### src/rtl/alu_pkg.sv
// Shared definitions for the serial ALU: aluop encodings and the control FSM state type.
package alu_pkg;

    localparam logic [2:0] OP_AND = 3'b000;
    localparam logic [2:0] OP_OR  = 3'b001;
    localparam logic [2:0] OP_ADD = 3'b010;
    localparam logic [2:0] OP_SUB = 3'b110;
    localparam logic [2:0] OP_SLT = 3'b111;
    localparam logic [2:0] OP_NOR = 3'b101;

    typedef enum logic [1:0] {
        IDLE,
        RUN,
        DONE
    } alu_state_t;

    // aluop[1] set selects the adder path (ADD, SUB, SLT).
    function automatic logic op_is_arith(input logic [2:0] op);
        return op[1];
    endfunction

    function automatic logic op_is_slt(input logic [2:0] op);
        return op[1:0] == 2'b11;
    endfunction

endpackage

### src/rtl/alu_slice.sv
// Combinational SLICE-bit ALU chunk with ripple carry; reused by serial_alu every cycle.
// SERIAL_ALU_NOR_EN makes aluop 3'b101 produce ~(a | b) instead of a | ~b.
module alu_slice
    import alu_pkg::*;
#(
    parameter int unsigned SLICE = 4
) (
    input  logic [SLICE-1:0] a,
    input  logic [SLICE-1:0] b,
    input  logic             cin,
    input  logic [2:0]       aluop,
    output logic [SLICE-1:0] out,
    output logic             cout,
    output logic             cmsb
);

    logic [SLICE-1:0] bx;
    logic [SLICE-1:0] sum;
    logic             carry;

    assign bx = b ^ {SLICE{aluop[2]}};

    always_comb begin
        carry = cin;
        cmsb  = 1'b0;
        sum   = '0;
        for (int i = 0; i < SLICE; i++) begin
            if (i == SLICE - 1) begin
                cmsb = carry;
            end
            sum[i] = a[i] ^ bx[i] ^ carry;
            carry  = (a[i] & bx[i]) | (carry & (a[i] ^ bx[i]));
        end
        cout = carry;
    end

    always_comb begin
        out = '0;
        unique case (aluop[1:0])
            2'b00: out = a & bx;
            2'b01: out = a | bx;
            2'b10: out = sum;
            2'b11: out = sum;
        endcase
`ifdef SERIAL_ALU_NOR_EN
        if (aluop == OP_NOR) begin
            out = ~(a | b);
        end
`endif
    end

endmodule

### src/rtl/serial_alu.sv
// Multi-cycle WIDTH-bit ALU processing SLICE bits per clock, LSB chunk first, with
// valid/ready on both sides. Optional MIPS NOR for aluop 3'b101 via SERIAL_ALU_NOR_EN.
module serial_alu
    import alu_pkg::*;
#(
    parameter int unsigned WIDTH = 32,
    parameter int unsigned SLICE = 4
) (
    input  logic             clk,
    input  logic             rst_n,
    input  logic             in_valid,
    output logic             in_ready,
    input  logic [WIDTH-1:0] a,
    input  logic [WIDTH-1:0] b,
    input  logic [2:0]       aluop,
    output logic             out_valid,
    input  logic             out_ready,
    output logic [WIDTH-1:0] result,
    output logic             overflow,
    output logic             cout,
    output logic             zero
);

    localparam int unsigned N  = WIDTH / SLICE;
    localparam int unsigned KW = (N > 1) ? $clog2(N) : 1;

    alu_state_t       state_q, state_d;
    logic [WIDTH-1:0] a_q, a_d;
    logic [WIDTH-1:0] b_q, b_d;
    logic [2:0]       op_q, op_d;
    logic             carry_q, carry_d;
    logic [KW-1:0]    k_q, k_d;
    logic [WIDTH-1:0] result_q, result_d;
    logic             overflow_q, overflow_d;
    logic             cout_q, cout_d;
    logic             zero_q, zero_d;
    logic             out_valid_q, out_valid_d;

    logic [SLICE-1:0] slice_a, slice_b, slice_out;
    logic             slice_cout, slice_cmsb;
    logic             msb_ovf, set;

    assign slice_a = a_q[k_q * SLICE +: SLICE];
    assign slice_b = b_q[k_q * SLICE +: SLICE];

    alu_slice #(
        .SLICE (SLICE)
    ) u_slice (
        .a     (slice_a),
        .b     (slice_b),
        .cin   (carry_q),
        .aluop (op_q),
        .out   (slice_out),
        .cout  (slice_cout),
        .cmsb  (slice_cmsb)
    );

    always_comb begin
        state_d     = state_q;
        a_d         = a_q;
        b_d         = b_q;
        op_d        = op_q;
        carry_d     = carry_q;
        k_d         = k_q;
        result_d    = result_q;
        overflow_d  = overflow_q;
        cout_d      = cout_q;
        zero_d      = zero_q;
        out_valid_d = out_valid_q;
        msb_ovf     = slice_cmsb ^ slice_cout;
        set         = msb_ovf ^ slice_out[SLICE-1];

        unique case (state_q)
            IDLE: begin
                if (in_valid) begin
                    a_d     = a;
                    b_d     = b;
                    op_d    = aluop;
                    carry_d = aluop[2];
                    k_d     = '0;
                    state_d = RUN;
                end
            end
            RUN: begin
                result_d[k_q * SLICE +: SLICE] = slice_out;
                carry_d = slice_cout;
                k_d     = k_q + 1'b1;
                if (k_q == KW'(N - 1)) begin
                    cout_d     = op_is_arith(op_q) & slice_cout;
                    overflow_d = op_is_arith(op_q) & msb_ovf;
                    if (op_is_slt(op_q)) begin
                        result_d = {{(WIDTH - 1){1'b0}}, set};
                    end
                    zero_d      = (result_d == '0);
                    out_valid_d = 1'b1;
                    k_d         = '0;
                    state_d     = DONE;
                end
            end
            DONE: begin
                if (out_ready) begin
                    out_valid_d = 1'b0;
                    state_d     = IDLE;
                end
            end
            default: state_d = IDLE;
        endcase
    end

    always_ff @(posedge clk or negedge rst_n) begin
        if (!rst_n) begin
            state_q     <= IDLE;
            a_q         <= '0;
            b_q         <= '0;
            op_q        <= '0;
            carry_q     <= 1'b0;
            k_q         <= '0;
            result_q    <= '0;
            overflow_q  <= 1'b0;
            cout_q      <= 1'b0;
            zero_q      <= 1'b0;
            out_valid_q <= 1'b0;
        end else begin
            state_q     <= state_d;
            a_q         <= a_d;
            b_q         <= b_d;
            op_q        <= op_d;
            carry_q     <= carry_d;
            k_q         <= k_d;
            result_q    <= result_d;
            overflow_q  <= overflow_d;
            cout_q      <= cout_d;
            zero_q      <= zero_d;
            out_valid_q <= out_valid_d;
        end
    end

    assign in_ready  = (state_q == IDLE);
    assign out_valid = out_valid_q;
    assign result    = result_q;
    assign overflow  = overflow_q;
    assign cout      = cout_q;
    assign zero      = zero_q;

endmodule

### config.mk
export PLATFORM = sky130hd
export DESIGN_NAME = serial_alu
export DESIGN_NICKNAME = d
export VERILOG_FILES = /design/src/rtl/alu_pkg.sv /design/src/rtl/alu_slice.sv /design/src/rtl/serial_alu.sv
export SDC_FILE = /design/constraint.sdc
export NUM_CORES = 1
export LEC_CHECK = 0
export CAP_MARGIN = 20
export CORE_MARGIN = 5
export CORE_UTILIZATION = 52
export CTS_CLUSTER_DIAMETER = 100
export DETAILED_ROUTE_END_ITERATION = 8
export PLACE_DENSITY = 0.8
export SYNTH_ARGS = -nofsm -noshare
export SYNTH_HDL_FRONTEND = slang
export SYNTH_SLANG_ARGS = --single-unit
### constraint.sdc
create_clock -name clk -period 9.2 [get_ports clk]
set_clock_uncertainty 0.1 [all_clocks]
set_input_delay 1.84 -clock clk [delete_from_list [all_inputs] [get_ports clk]]
set_output_delay 1.84 -clock clk [all_outputs]
set_load 0.005 [all_outputs]
=== Yosys cells after proc, flatten, opt, wreduce, memory -nomap -nowiden ===
Index checks and enable logic that the tools add are counted.

* Register bits: 109
* Input bits: 71
* Output and inout port bits: 37
* Logic and storage cells: 82

* $add $sub $neg: 2
* Eq/ne operators: 9
* Shift-type cells: 4
* Muxes and demuxes: 18
* Bitwise gates (word level): 27
* Reduce and logical (&&, ||, !) cells: 11

{| class="wikitable"
|+ Operators with widths
! cell !! count
|-
| two-way mux 32 bit || 4
|-
| variable part select 32 x 6 -> 4 bit || 2
|-
| negator 5 -> 34 bit || 1
|-
| variable shift 4 x 34 -> 32 bit (first input constant) || 1
|-
| variable part select 4 x 34 -> 32 bit || 1
|-
| bitwise mux 32 bit || 1
|-
| zero test 32 bit || 1
|-
| case mux 4 bit (3 select lines) || 1
|-
| bitwise AND 1 bit || 10
|-
| XOR 1 bit || 10
|-
| == test 2 bit (second input constant) || 3
|-
| two-way mux 2 bit || 3
|-
| two-way mux 3 bit || 2
|-
| != test 2 bit (second input constant) || 3
|-
| case mux 2 bit (3 select lines) || 1
|-
| case mux 3 bit (2 select lines) || 1
|-
| AND reduction 2 bit || 3
|-
| AND reduction 3 bit || 2
|-
| bitwise AND 4 bit || 1
|-
| == test 2 x 1 -> 1 bit (second input constant) || 2
|-
| zero test 2 bit || 2
|-
| OR 1 bit || 4
|-
| OR 4 bit || 1
|-
| case mux 1 bit (2 select lines) || 2
|-
| other kinds (6) || 9
|}

=== Logic depth before layout (Yosys ltp) ===
* Depth in word-level cells: 17
* Mapped depth: 19
* Gate-level depth less buffers: 16

=== Modules after synthesis ===
From an unflattened synthesis, not the netlist that was laid out.

* Cell total of the unflattened synthesis: 602
* Area, all modules: 5,684.2 µm²

{| class="wikitable"
|+ By module, submodules not included
! module !! times used !! cells each !! area an instance (µm²) !! sequential area each (µm²)
|-
| serial_alu || 1 || 558 || 5,316.3 || 2,727.6
|-
| alu_slice || 1 || 44 || 367.9 || 0.0
|}

=== Worst setup path after synthesis ===
OpenSTA, ideal clock, no wires.

* Kind: register to register
* Start point: reg k_q[0]
* End point: reg zero_q, in the netlist zero
* Library setup time: 0.124 ns
* Arrival: 4.297 ns
* Data required time: 8.976 ns
* Slack: 4.679 ns
* Stages on the path, launching flop included: 18
* Path buffers: 3
* Clock period less this slack: 4.521 ns
* Cells stage by stage: dfrtp_1 > clkbuf_2 > buf_2 > buf_2 > mux4_2 > nand2_1 > and2_1 > inv_1 > fa_1 > fa_1 > inv_1 > fa_1 > fa_1 > mux2_2 > o21ai_0 > a2111oi_4 > nand4_1 > o21ai_1

* Word-level cells in the longest chain between the ends: 17
* Elaborated cells between the ends (all ways): 38
* Those cells by class: 1 x add/sub; 1 x eq/ne; 4 x shift; 5 x mux; 25 x bitwise; 2 x reduce/logical

{| class="wikitable"
|+ Ends and longest elaborated chain
! element !! RTL line !! text
|-
| start, declared || serial_alu.sv:32 || <nowiki>logic [KW-1:0] k_q, k_d;</nowiki>
|-
| start signal, assigned || serial_alu.sv:129 || <nowiki>k_q <= k_d;</nowiki>
|-
| variable part select 32 x 6 -> 4 bit || serial_alu.sv:44 || <nowiki>assign slice_b = b_q[k_q * SLICE +: SLICE];</nowiki>
|-
| XOR 4 bit || alu_slice.sv:21 || <nowiki>assign bx = b ^ {SLICE{aluop[2]}};</nowiki>
|-
| XOR 1 bit || alu_slice.sv:31, alu_slice.sv:32 ||
|-
| bitwise AND 1 bit || alu_slice.sv:32 || <nowiki>carry = (a[i] & bx[i]) | (carry & (a[i] ^ bx[i]));</nowiki>
|-
| OR 1 bit || alu_slice.sv:32 ||
|-
| bitwise AND 1 bit || alu_slice.sv:32 ||
|-
| OR 1 bit || alu_slice.sv:32 ||
|-
| bitwise AND 1 bit || alu_slice.sv:32 ||
|-
| OR 1 bit || alu_slice.sv:32 ||
|-
| XOR 1 bit or bitwise AND 1 bit (tied branches) || alu_slice.sv:31, alu_slice.sv:32 ||
|-
| case mux 4 bit (3 select lines) or OR 1 bit (tied branches) || alu_slice.sv:39, alu_slice.sv:32 ||
|-
| variable part select 4 x 34 -> 32 bit or XOR 1 bit (tied branches) || serial_alu.sv:85, serial_alu.sv:70 ||
|-
| bitwise mux 32 bit or XOR 1 bit (tied branches) || serial_alu.sv:85, serial_alu.sv:71 ||
|-
| two-way mux 32 bit || serial_alu.sv:91 || <nowiki>if (op_is_slt(op_q)) begin</nowiki>
|-
| two-way mux 32 bit || serial_alu.sv:88 || <nowiki>if (k_q == KW'(N - 1)) begin</nowiki>
|-
| two-way mux 32 bit || serial_alu.sv:73 || <nowiki>unique case (state_q)</nowiki>
|-
| zero test 32 bit || serial_alu.sv:94 || <nowiki>zero_d = (result_d == '0);</nowiki>
|-
| end signal, assigned || serial_alu.sv:133 || <nowiki>zero_q <= zero_d;</nowiki>
|-
| end, declared || serial_alu.sv:36 || <nowiki>logic zero_q, zero_d;</nowiki>
|}

Parallel ways exist; a longest one is shown, timed or not. The select of a mux whose other input is x is not followed.
A chain may end at the register's enable or synchronous reset.

=== Worst setup path in the final report ===
Ends and elaborated chain as after synthesis.

==> results by group <==
Clock tree
  • Max H-tree Level: 3
  • Clk buf depth: 2
  • Root Buffer: clkbuf_8
  • Reg clk slew, reported paths: 0.11 ns
  • Hold_buf cts: 0
  • Post-CTS sizing: 0
  • Post-CTS Setup Bufs: 0
  • Sinks on Clock Net: 109
  • TritonCTS clock tree: done
  • Num CTS Buffers: 9
  • Worst-Skew Late Latency: 0.38 ns

Routing
  • Routed met1 length: 5990 um
  • Vias per cell: 5.48
  • Met2 WL: 6310 um
  • DRT Pass-1 Iters: 5
  • Final wirelength: 13,400 um
  • DR DRC count: 0
  • Post-route ant nets: 0
  • Top sig layer: met4
  • Iteration-0 DRC Markers: 293
  • Met3 wire len: 806 um
  • Vias: 4,528
  • Routed len/inst: 16.2 um

Die
  • Die width: 113 um
  • Core area: 0.0103 mm^2
  • Io pins: 108
  • Initial core utilization: 53.3%
  • Core Rows: 37
  • Die H: 113 um
  • Die area: 0.0127 mm^2

STA
  • Crit path time final: 4.61 ns
  • Hold Vio Cnt, Final: 0
  • Relative slew margins: 29.9%
  • # setup viols final: 0
  • Final critical-path share of the clock period: 50.1%
  • Tightest Pin Transition: 1.05 ns
  • Post-route setup slack: 4.59 ns
  • Max Slew Vio Count: 0
  • RSZ-0062 raised after global routing: no
  • Setup_tns: 0 ns
  • Maximum clock rate: 217 MHz

Layout
  • Fraction of layout cells with a size suffix above 1: 7.83%
  • Number of fill cells: 840
  • Post-Layout Inst Area: 0.00687 mm^2
  • Diode count: 0
  • Final cell count without fillers: 826
  • Most frequent cells in the layout: nand2_1 (248), dfrtp_1 (109), clkdlybuf4s50_1 (106)
  • Most common cell after layout, fill and taps aside: nand2_1
  • Area growth syn-to-layout: 25.0%
  • Nets: 775

Setup path
  • Largest stage delay on the critical path: 0.56 ns
  • CP arrival: 4.82 ns
  • Crit path max fanout: 23
  • End of the critical path: zero
  • Critical Path Start Type: flip-flop
  • CP Launch Point: k_q[0]
  • Crit end category: flip-flop
  • Stages on worst setup path: 16
  • Required @ worst endpoint: 9.42 ns
  • R2r setup slk: 4.59 ns
  • CP Class: flip-flop to flip-flop
  • Critical-path cell list: buf_4, mux4_2, nand2_1, and2_1, inv_1, fa_1, fa_1, inv_1, fa_1, fa_1, xnor2_1, a21oi_1, o31ai_2, a2111oi_4, nand4_1, o21ai_1
  • CP max stage cell: mux4_2
  • R2r endpoint: zero
  • Crit path top cell by count: fa_1
  • CP top delay family: adder cells
  • WP buf/inv: 3
  • Reg2Reg Depth: 16
  • RR Startpoint: k_q[0]

Power and ir drop
  • Design Power: 0.00255 W
  • Cell Pwr Density: 372 mW/mm^2
  • VDD IR max: 162 uV
  • Lkg Pwr: 3.25 nW

Placement
  • DP Worst Slack: 4.62 ns
  • Number of port buffers: 107
  • Dpl cell area: 0.00668 mm^2
  • GP Congestion: 0.967
  • Detailed Place HPWL: 10,200 um
  • Cell total after placement: 810

Yosys
  • Main flop type after synthesis: dfrtp_1
  • Share of flip-flops with an asynchronous set or reset: 100%
  • Yosys warnings: 0
  • Mapped Area: 0.00550 mm^2
  • Unique masters post-synth: 48
  • Avg Synthesized Cell Area: 9.33 um^2
  • Share of the synthesized area in the top cell type: 49.6%
  • Mapped Cells: 589
  • Synth Register Bits: 109
  • Post-synth EDFFs: 0
  • Sequential area share after synthesis: 49.6%
  • Net Count, Synth: 679
  • Top cells by area, synth: dfrtp_1 (50%), nand2_1 (17%), mux4_2 (6.6%), ha_1 (3.4%), a22o_1 (2.9%)
  • Area leader, netlist: dfrtp_1

Global route
  • Initial antenna violation count: 0
  • First-pass GRT wire length: 22,100 um
  • Largest net degree at the start of global routing: 69
  • Vias in the first global route: 4,583
  • Total global-route track usage: 21.6%
  • Global route overflow: 0

Flow run
  • Max-cap violations: 0

Worst hold path
  • Worst hold path stage count: 2
  • Min-delay worst type: flip-flop to flip-flop

Outcome
  • Status: finished, final reports clean
Yosys cell counts, types with 6 or more instances:
library cell and count:
a21oi_1 12, a22o_1 18, and2_1 8, clkbuf_1 21, dfrtp_1 109, ha_1 15
inv_1 15, mux4_2 16, nand2_1 249, nand3_1 6, nor2_1 22, nor4_1 7
o21ai_0 23
where the power goes:
| group | switching, W | total, W | internal (W) |
|---|---|---|---|
| sequential | 0.000152 | 0.000823 | 0.000671 |
| clock | 0.000176 | 0.000287 | 0.000112 |
| combinational | 0.000833 | 0.00144 | 0.000610 |
| total | 0.00116 | 0.00255 | 0.00139 |
logic make-up after synthesis:
family	share of synthesized area, %
AO/OA/AOI/OAI	10.6
multiplexers	7.49
XOR/XNOR	0.956
AND/OR/NAND/NOR	23.5
flip-flops	49.6
buffers and inverters	2.96
adder cells (fa/ha/maj)	4.87
cell type report:
class	count	area, um^2	share of cell area (%)
flip-flops and latches	109	2730	39.7
repair buffers	112	1120	16.3
well taps	136	170	2.48
multi-input cells	438	2610	38.0
clock buffers	10	138	2.00
clock inverters	6	51.3	0.746
inverters	15	56.3	0.819
how the worst min path moves through the flow:
stage | from | endpoint | slack, ns
detailed placement | b_q[4] | b_q[4] | 0.36
floorplan | a_q[10] | a_q[10] | 0.34
finish | a_q[14] | a_q[14] | 0.38
global route | a_q[14] | a_q[14] | 0.41
CTS | a_q[14] | a_q[14] | 0.39
global placement | b_q[19] | b_q[19] | 0.35
sequential cells by signal, summed over array words and instances, names as in the netlist, 2 cells and up:
register	cells
result	32
b_q	32
a_q	32
op_q	3
k_q	3
state_q	2
routing by layer:
metal | vias to the layer above | global-route usage [%]
met3 | 25 | 4.28
met5 | - | 0
li1 | 2169 | -
met2 | 163 | 35.0
met4 | 0 | 7.21
met1 | 2171 | 29.3
metrics by stage:
step	hold slack [ns]	util (%)
after global routing	0.415	66.6
after detailed placement	0.360	64.7
after CTS	0.387	66.6
after floorplan	0.340	-
final	0.384	66.6
after global placement	0.353	64.5
worst reg2reg max path, cell delays in order (launching register included):
cell and delay [ns]:
dfrtp_1 0.55, buf_4 0.42, mux4_2 0.57, nand2_1 0.08
and2_1 0.17, inv_1 0.08, fa_1 0.41, fa_1 0.38
inv_1 0.07, fa_1 0.22, fa_1 0.46, xnor2_1 0.17
a21oi_1 0.19, o31ai_2 0.13, a2111oi_4 0.27, nand4_1 0.12
o21ai_1 0.15
Note: power is estimated with default switching activity, not from simulation.
